===== src/rtl/video_encoder.sv =====
// ---------------------------------------------------------------------------
// video_encoder
//
// Converts the VIC-II pixel-rate outputs (4-bit luma, blank, hsync, vsync)
// into the 6-bit composite baseband level that the SSB modulator consumes on
// every clk. During the vertical interval it replaces hsync with broad pulses
// and serration gaps that are timed in clk cycles. The optional slew limiter
// bounds the level change per clk so that sharp edges do not spill energy past
// the modulator's 5 MHz filter.
//
// Optional feature macro: VIDEO_SLEW_LIMIT_EN
//   defined   : video moves toward the registered target by at most SLEW_STEP
//               per clk
//   undefined : video copies the registered target every clk
//
// Ports:
//   clk      in  1  modulator clock (141.8758 MHz)
//   reset    in  1  asynchronous reset, active low
//   pix_stb  in  1  one-cycle strobe; the pixel inputs are valid in that cycle
//   luma     in  4  pixel luminance code 0..15
//   blank    in  1  blanking, active high
//   hsync    in  1  horizontal sync, active high
//   vsync    in  1  vertical sync interval, active high
//   video    out 6  composite level to the modulator
//   csync    out 1  registered composite sync, active high
// ---------------------------------------------------------------------------
module video_encoder #(
   parameter int SYNC_LEVEL  = 0,
   parameter int BLANK_LEVEL = 15,
   parameter int BLACK_LEVEL = 18,
   parameter int LUMA_GAIN   = 3,
   parameter int SLEW_STEP   = 4,
   parameter int HALF_LINE   = 4540,
   parameter int SERR_CYCLES = 667
) (
   input  logic       clk,
   input  logic       reset,
   input  logic       pix_stb,
   input  logic [3:0] luma,
   input  logic       blank,
   input  logic       hsync,
   input  logic       vsync,
   output logic [5:0] video,
   output logic       csync
);

   localparam int CNT_W = $clog2(HALF_LINE);
   localparam logic [CNT_W-1:0] CNT_LAST   = CNT_W'(HALF_LINE - 1);
   localparam logic [CNT_W-1:0] SERR_START = CNT_W'(HALF_LINE - SERR_CYCLES);
   localparam logic [5:0] SYNC_LVL  = 6'(SYNC_LEVEL);
   localparam logic [5:0] BLANK_LVL = 6'(BLANK_LEVEL);
   localparam logic [7:0] BLACK_LVL = 8'(BLACK_LEVEL);
   localparam logic [7:0] GAIN      = 8'(LUMA_GAIN);

   // A half line must hold a non-empty broad part and serration gap, and a
   // slew step must be able to make progress without exceeding the level range.
   if (SERR_CYCLES < 1 || SERR_CYCLES >= HALF_LINE || SLEW_STEP < 1 || SLEW_STEP > 63) begin : g_bad_params
      $error("video_encoder: illegal timing or slew parameters");
   end

   typedef enum logic [1:0] {
      ST_ACTIVE,
      ST_BROAD,
      ST_SERR
   } vstate_t;

   logic [3:0]       luma_r;
   logic             blank_r;
   logic             hsync_r;
   logic             vsync_r;
   vstate_t          state;
   vstate_t          state_next;
   logic [CNT_W-1:0] cnt;
   logic [CNT_W-1:0] cnt_next;
   logic             csync_next;
   logic [7:0]       luma_sum;
   logic [5:0]       luma_lvl;
   logic [5:0]       target_r;
   logic [5:0]       target_next;

   // Pixel sample registers: they only move on a strobe, so between strobes
   // the encoder keeps working from the last pixel the VIC-II presented.
   // Reset leaves the line blanked and out of sync.
   always_ff @(posedge clk or negedge reset) begin
      if (!reset) begin
         luma_r  <= 4'd0;
         blank_r <= 1'b1;
         hsync_r <= 1'b0;
         vsync_r <= 1'b0;
      end else if (pix_stb) begin
         luma_r  <= luma;
         blank_r <= blank;
         hsync_r <= hsync;
         vsync_r <= vsync;
      end
   end

   // Half-line counter and vertical state. Entering the vertical interval
   // restarts the count at 0; while inside, the count runs free and wraps every
   // half line, and the broad/serration split falls out of where the count sits.
   // Leaving the interval clears the count at once, even mid half-line. The
   // composite sync and the target level are derived from the next state so
   // that they register on the same edge as the state itself.
   always_comb begin
      cnt_next    = '0;
      state_next  = ST_ACTIVE;
      csync_next  = hsync_r;
      luma_sum    = BLACK_LVL + GAIN * {4'd0, luma_r};
      luma_lvl    = (luma_sum > 8'd63) ? 6'd63 : luma_sum[5:0];
      target_next = BLANK_LVL;
      if (vsync_r) begin
         if (state != ST_ACTIVE && cnt != CNT_LAST) begin
            cnt_next = cnt + CNT_W'(1);
         end
         state_next = (cnt_next < SERR_START) ? ST_BROAD : ST_SERR;
      end
      case (state_next)
         ST_BROAD: csync_next = 1'b1;
         ST_SERR:  csync_next = 1'b0;
         default:  csync_next = hsync_r;
      endcase
      if (csync_next) begin
         target_next = SYNC_LVL;
      end else if (blank_r) begin
         target_next = BLANK_LVL;
      end else begin
         target_next = luma_lvl;
      end
   end

   // Vertical state machine with its registered outputs: state, counter,
   // composite sync and target level all move together.
   always_ff @(posedge clk or negedge reset) begin
      if (!reset) begin
         state    <= ST_ACTIVE;
         cnt      <= '0;
         csync    <= 1'b0;
         target_r <= BLANK_LVL;
      end else begin
         state    <= state_next;
         cnt      <= cnt_next;
         csync    <= csync_next;
         target_r <= target_next;
      end
   end

`ifdef VIDEO_SLEW_LIMIT_EN
   localparam logic signed [6:0] STEP_POS = 7'(SLEW_STEP);
   localparam logic signed [6:0] STEP_NEG = -STEP_POS;

   logic signed [6:0] diff;
   logic signed [6:0] step;
   logic signed [6:0] video_sum;

   // The step toward the target is clamped to +/-SLEW_STEP; when the remaining
   // distance is smaller the step is exactly that distance, so the output lands
   // on the target without overshooting and stays inside 0..63. Because the
   // distance is recomputed every clk, a new target redirects the ramp at once.
   always_comb begin
      diff = $signed({1'b0, target_r}) - $signed({1'b0, video});
      step = diff;
      if (diff > STEP_POS) begin
         step = STEP_POS;
      end else if (diff < STEP_NEG) begin
         step = STEP_NEG;
      end
      video_sum = $signed({1'b0, video}) + step;
   end

   // Output level register, ramping toward the target.
   always_ff @(posedge clk or negedge reset) begin
      if (!reset) begin
         video <= BLANK_LVL;
      end else begin
         video <= video_sum[5:0];
      end
   end
`else
   // Output level register: a straight copy of the target, one clk later.
   always_ff @(posedge clk or negedge reset) begin
      if (!reset) begin
         video <= BLANK_LVL;
      end else begin
         video <= target_r;
      end
   end
`endif

endmodule

===== config.mk =====
export PLATFORM = sky130hd
export DESIGN_NAME = video_encoder
export DESIGN_NICKNAME = d
export VERILOG_FILES = /design/src/rtl/video_encoder.sv
export SDC_FILE = /design/constraint.sdc
export NUM_CORES = 1
export LEC_CHECK = 0
export CELL_PAD_IN_SITES_DETAIL_PLACEMENT = 0
export CELL_PAD_IN_SITES_GLOBAL_PLACEMENT = 1
export CORE_UTILIZATION = 46
export CTS_BUF_LIST = sky130_fd_sc_hd__clkbuf_2
export CTS_CLUSTER_DIAMETER = 200
export DETAILED_ROUTE_END_ITERATION = 6
export PLACE_DENSITY = 0.92
export SLEW_MARGIN = 0
export SYNTH_ARGS = -nofsm -noshare
export SYNTH_HDL_FRONTEND = slang
export SYNTH_SLANG_ARGS = --single-unit

===== constraint.sdc =====
create_clock -name clk -period 2.7 [get_ports clk]
set_input_delay 0.54 -clock clk [delete_from_list [all_inputs] [get_ports clk]]
set_output_delay 0.54 -clock clk [all_outputs]
set_load 0.01 [all_outputs]

==> results.md, run 1 <==
- DR pass1 iterations: 5
- Simple logic cell fraction of the synthesized area: 0.197
- Hold_ws: 0.368 ns
- Largest family of logic cells by synthesized area: simple AND/OR/NAND/NOR gates
- Total CTS buffers: 5
- Tot Pwr: 0.000993 W
- Worst path top cell family by delay: compound AO/OA/AOI/OAI gates
- First-pass GRT wire length: 5.50 mm
- Fin util: 0.545
- Fraction of synthesized area in multiplexers: 0.0193
- CTS tree: done
- Fin crit period: 2.20 ns
- CTS Buffer Depth: 2
- WP buf/inv: 0
- Setup bufs post-CTS: 0
- Fin Setup TNS: 0 ns
- Commonest non-fill, non-tap cells in the layout: dfrtp_1, nor2_1, clkdlybuf4s50_1, nand2_1
- Mean number of vias per cell: 5.17
- Core Region: 3660 um^2
- Worst-margin pin slew: 0.449 ns
- Final instance area: 2000 um^2
- WL final: 2.94 mm
- Post_cts resized: 0
- Clock H-tree levels: 2
- CTS clk-pin slew, worst paths: 0.18 ns
- Post-synthesis cell type count: 42
- YS warnings: 0
- Layout cells sized above 1: 0.145
- CP max stage delay: 0.47 ns
- Area contributors post-synth: dfrtp_1, dfstp_2, nor2_1
- Slew Limit Fails: 0
- Worst Skew: 0.0272 ns
- Clock latency on the worst-skew pair: 0.37 ns
- DP Area: 1960 um^2
- Leak: 0.823 nW
- Synth top area share: 0.372
- Seq cells post-synth: 35
- Fin. Hold Viols: 0
- Post-Synth XOR/XNOR Area: 0.0651
- Routed WL per cell: 12.2 um
- Tcrit/Tclk final: 0.815
- Die footprint: 4050 um^2
- Max Cap Viol: 0
- DRC viols: 0
- Leading area contributor after synthesis: dfrtp_1
- Die height: 63.7 um
- Via count: 1247
- Number of buffers added on ports: 16
- Clk sinks: 35
- Largest net degree at the start of global routing: 36
- Synth-to-layout area growth: 14.1%
- Worst Setup End Kind: flop
- GRT Total Usage: 0.178
- Cells after synthesis: 173
- Critical path required time: 2.96 ns
- Kind of critical path: reg -> reg
- Cell Rows: 22
- Hold_buf cts: 0
- Max VDD drop: 0.000255 V
- Starting Density: 0.478
- I/O pins: 17
- CTS root buffer: clkbuf_2
- Diodes inserted: 0
- Initial antenna violation count: 0
- Data arrival, critical path: 2.46 ns
- DRT iter0 DRCs: 75
- Compound-Gate Fraction of Synth Area: 0.110
- Synth Cell Area: 1750 um^2
- Final setup viols: 0
- Placer Congestion: 0.851
- Nature of the critical path startpoint: flop
- Synth Area in Adders: 0.0615
- Hpwl dp: 2.23 mm
- Commonest non-fill, non-tap cell in the layout: dfrtp_1
- Hold crit path type: reg -> reg
- Register area share after synthesis: 0.507
- Crit Path Max Fanout: 9
- Mapped Avg Cell Area: 10.1 um^2
- Antenna Nets Post-Route: 0
- Vias in the first global route: 1236
- Outcome: complete, no violations
- Fmax: 454 MHz
- Max-slew headroom: 0.698
- Total grt overflow: 0
- Die X-Extent: 63.7 um
- Cell area power density: 498 nW/um^2
- RSZ-0062 raised after global routing: no
- Cells along the critical path: ha_1 > and4_1 > nand4b_1 > o21ai_0 > a311oi_1 > o211ai_4 > o21a_1
- Syn Nets: 191
- Crit-path slowest cell: dfrtp_1
- Nets@finish: 210
[worst paths after layout]
path / start / endpoint / slack, ns / cells past startpoint
setup / recovery: cnt[0] / csync / 0.50 / 7
setup reg to reg: cnt[0] / csync / 0.50 / 7
min in group asynchronous: reset / cnt[8] / 0.53 / 2
max in group asynchronous: reset / video[3] / 1.80 / 2
hold reg to reg: target_r[4] / video[4] / 0.37 / 0
hold / removal: target_r[4] / video[4] / 0.37 / 0
[per-layer routing]
layer,wire [um],share of wire,track usage
met5,0,0,0
met4,37,0.013,0.0767
met3,114,0.039,0.0543
met2,1540,0.52,0.290
met1,1250,0.42,0.217
[cells by family (layout without fill, tap and decap cells)]
family	count (synthesis)	count (layout)
AO/OA/AOI/OAI	31	31
XOR/XNOR	13	13
adder cells (fa/ha/maj)	8	8
buffers and inverters	17	37
flip-flops	35	35
multiplexers	3	3
AND/OR/NAND/NOR	66	66
[cells in the mapped netlist, drive strengths merged]
library cell  count
nand2            15
nand3             5
nor4              2
xnor2             9
fa                1
or3               3
o211ai            2
o22ai             4
a21oi             6
clkbuf            3
ha                7
dfrtp            26
nand2b            1
mux2              3
xor2              4
o21a              1
buf               3
o21ai            14
nand3b            1
inv              11
nor2             25
a31oi             1
nor2b             1
and2              1
or2               2
a311oi            1
nand4b            1
and4              1
nand4             2
and3              1
dfstp             9
o31a              1
nor3              5
o31ai             1
[power breakdown]
part	switching, W	leakage, nW	total [W]	internal, W
registers	0.0000205	0.438	0.000593	0.000573
clock network	0.000157	0.0332	0.000234	0.0000765
logic	0.0000850	0.351	0.000166	0.0000810
[stage by stage]
step           instances  setup WS (ns)
2_1_floorplan        173          0.666
3_3_place_gp         233          0.600
3_5_place_dp         233          0.530
4_1_cts              241          0.489
5_1_grt              241          0.309
6_report             241          0.498
[area by class of cell]
class | count | area [um^2]
Fill cell | 339 | 1670
Sequential cell | 35 | 887
Multi-Input combinational cell | 121 | 792
Timing Repair Buffer | 18 | 175
Tap cell | 48 | 60.1
Inverter | 11 | 41.3
Clock buffer | 8 | 40.0
[flip-flops by register name (all words and copies together), names as in the netlist]
signal,cells
target_r,6
video,6
vsync_r,1
state,2
cnt,13
hsync_r,1
blank_r,1
csync,1
luma_r,4
No activity file was read; power rests on OpenSTA's default activity.
==> inputs of run 2 (changes only) <==
- CORE_UTILIZATION: 46 -> 41
- PLACE_DENSITY: 0.92 -> 0.88
- clock period: 2.7 -> 1.81 ns (I/O delays scaled with it)
==> results.md, run 2 (synthesis gave the netlist of run 1 again) <==
- Outcome: complete, but fails checks
- Violated checks: negative setup slack
- Total grt overflow: 0
- Routed WL per cell: 14.7 um
- Die footprint: 4530 um^2
- WL final: 4.09 mm
- CTS root buffer: clkbuf_2
- Synth-to-layout area growth: 39.0%
- Hold crit path type: in -> async
- Worst-margin pin slew: 0.437 ns
- Top reg by flops: cnt
- Crit Path Max Fanout: 3
- Diodes inserted: 0
- Nature of the critical path startpoint: flop
- Total CTS buffers: 5
- Cell area power density: 663 nW/um^2
- Clk sinks: 35
- RSZ-0062 raised after global routing: yes
- Switching pwr: 0.000483 W
- Die height: 67.3 um
- Fin crit period: 2.04 ns
- Kind of critical path: reg -> reg
- First-pass GRT wire length: 6.68 mm
- Die X-Extent: 67.3 um
- Commonest non-fill, non-tap cells in the layout: buf_4, nor2_1, dfrtp_1, nand2_1, clkdlybuf4s50_1
- Max VDD drop: 0.000321 V
- DRT iter0 DRCs: 106
- Layout fillers: 315
- Largest regs: cnt: 13 flops, target_r: 6 flops, video: 6 flops
- Final setup viols: 9
- Gr busiest metal: met2
- Initial antenna violation count: 0
- CTS clk-pin slew, worst paths: 0.20 ns
- GRT Total Usage: 0.203
- Flop pwr share: 0.549
- Core Region: 4060 um^2
- Logic gate share of total power: 0.222
- Critical path required time: 2.15 ns
- Final WS setup: -0.226 ns
- Max-slew headroom: 0.709
- Vias in the first global route: 1484
- Clk pwr share: 0.229
- Tcrit/Tclk final: 1.12
- Layout cells sized above 1: 0.408
- DR pass1 iterations: 4
- Leak: 1.04 nW
- Sw Share: 0.299
- P_int: 0.00113 W
- Starting Density: 0.431
- Clock latency on the worst-skew pair: 0.40 ns
- Grt met2 use: 0.336
- Fin. Hold Viols: 0
- Commonest non-fill, non-tap cell in the layout: buf_4
- Worst Setup End Kind: flop
- Nets@finish: 245
- Data arrival, critical path: 2.37 ns
- Cell Rows: 23
- Slew Limit Fails: 0
- Via count: 1471
- Max FFs per register: 13
- CTS tree: done
- Fin Setup TNS: -1.15 ns
- GR Util met3: 0.0490
- I/O pins: 17
- Hold_buf cts: 0
- Fmax: 491 MHz
- Hpwl dp: 2.66 mm
- Mean number of vias per cell: 5.29
- Clock H-tree levels: 2
- DRC viols: 0
- Worst Skew: 0.0261 ns
- Number of buffers added on ports: 16
- Antenna Nets Post-Route: 0
- Largest net degree at the start of global routing: 36
- Placer Congestion: 0.874
- Fin util: 0.599
- Grt met1 use: 0.234
- CTS Buffer Depth: 2
- Max Cap Viol: 0
## run 2: cell types whose count changed in the layout (fill, tap and decap cells not counted), sizes merged
cell / change
dlygate4sd2: +4
clkdlybuf4s50: -4
o211ai: +1
clkinv: +1
clkbuf: -3
clkinvlp: +2
buf: +34
## run 2: stage by stage
step           setup WS, ns  hold WS [ns]  instance area (um^2)  power (W)  instances
4_1_cts              -0.206         0.346                  2320    0.00160        272
3_5_place_dp         -0.224         0.347                  2160    0.00119        257
6_report             -0.226         0.345                  2430    0.00161        278
2_1_floorplan       -0.0881        0.0664                  1800    0.00106        173
5_1_grt              -0.336         0.351                  2430    0.00171        278
3_3_place_gp         -0.108         0.336                  2160    0.00118        257
## run 2: cell type report
class,instances,area [um^2],share of cell area
Multi-Input combinational cell,122,965,0.397
Sequential cell,35,892,0.367
Timing Repair Buffer,52,423,0.174
Tap cell,50,62.6,0.0257
Inverter,11,43.8,0.0180
Clock buffer,5,25.0,0.0103
Clock inverter,3,20.0,0.00823
## run 2: path summary, 6_finish.rpt
kind | start | to | slack (ns) | cells after the start
min in group clk | target_r[0] | video[0] | 0.37 | 0
setup / recovery | luma_r[2] | target_r[5] | -0.23 | 8
max in group asynchronous | reset | cnt[4] | 1.11 | 2
setup reg to reg | luma_r[2] | target_r[5] | -0.23 | 8
hold / removal | reset | luma_r[3] | 0.34 | 2
hold reg to reg | target_r[0] | video[0] | 0.37 | 0
## run 2: power groups by stage
stage | logic [W] | registers [W] | clock network (W)
finish | 0.000358 | 0.000884 | 0.000370
global route | 0.000399 | 0.000892 | 0.000419
CTS | 0.000326 | 0.000885 | 0.000384
detailed placement | 0.000297 | 0.000898 | 0
global placement | 0.000282 | 0.000893 | 0
floorplan | 0.000154 | 0.000902 | 0
## run 2: what timing repair did
item / CTS / global route
pin swaps: 14 / 13
resized for setup: 21 / 14
setup endpoints to repair: 13 / 21
gates cloned: 1 / 1
buffers inserted: 6 / 5
endpoints found under the hold margin: 0 / 0
## run 2: critical path: stages, from the launching register on
cell     delay [ns]
dfrtp_1        0.45
ha_1           0.30
ha_2           0.18
inv_1          0.06
fa_2           0.35
nand3_1        0.07
o21ai_1        0.07
or3_1          0.35
o22ai_1        0.14
## run 2: layer usage
metal | vias up | part of all wire
met4 | 0 | 0.029
met5 | - | 0
li1 | 700 | -
met3 | 11 | 0.044
met1 | 715 | 0.41
met2 | 45 | 0.52
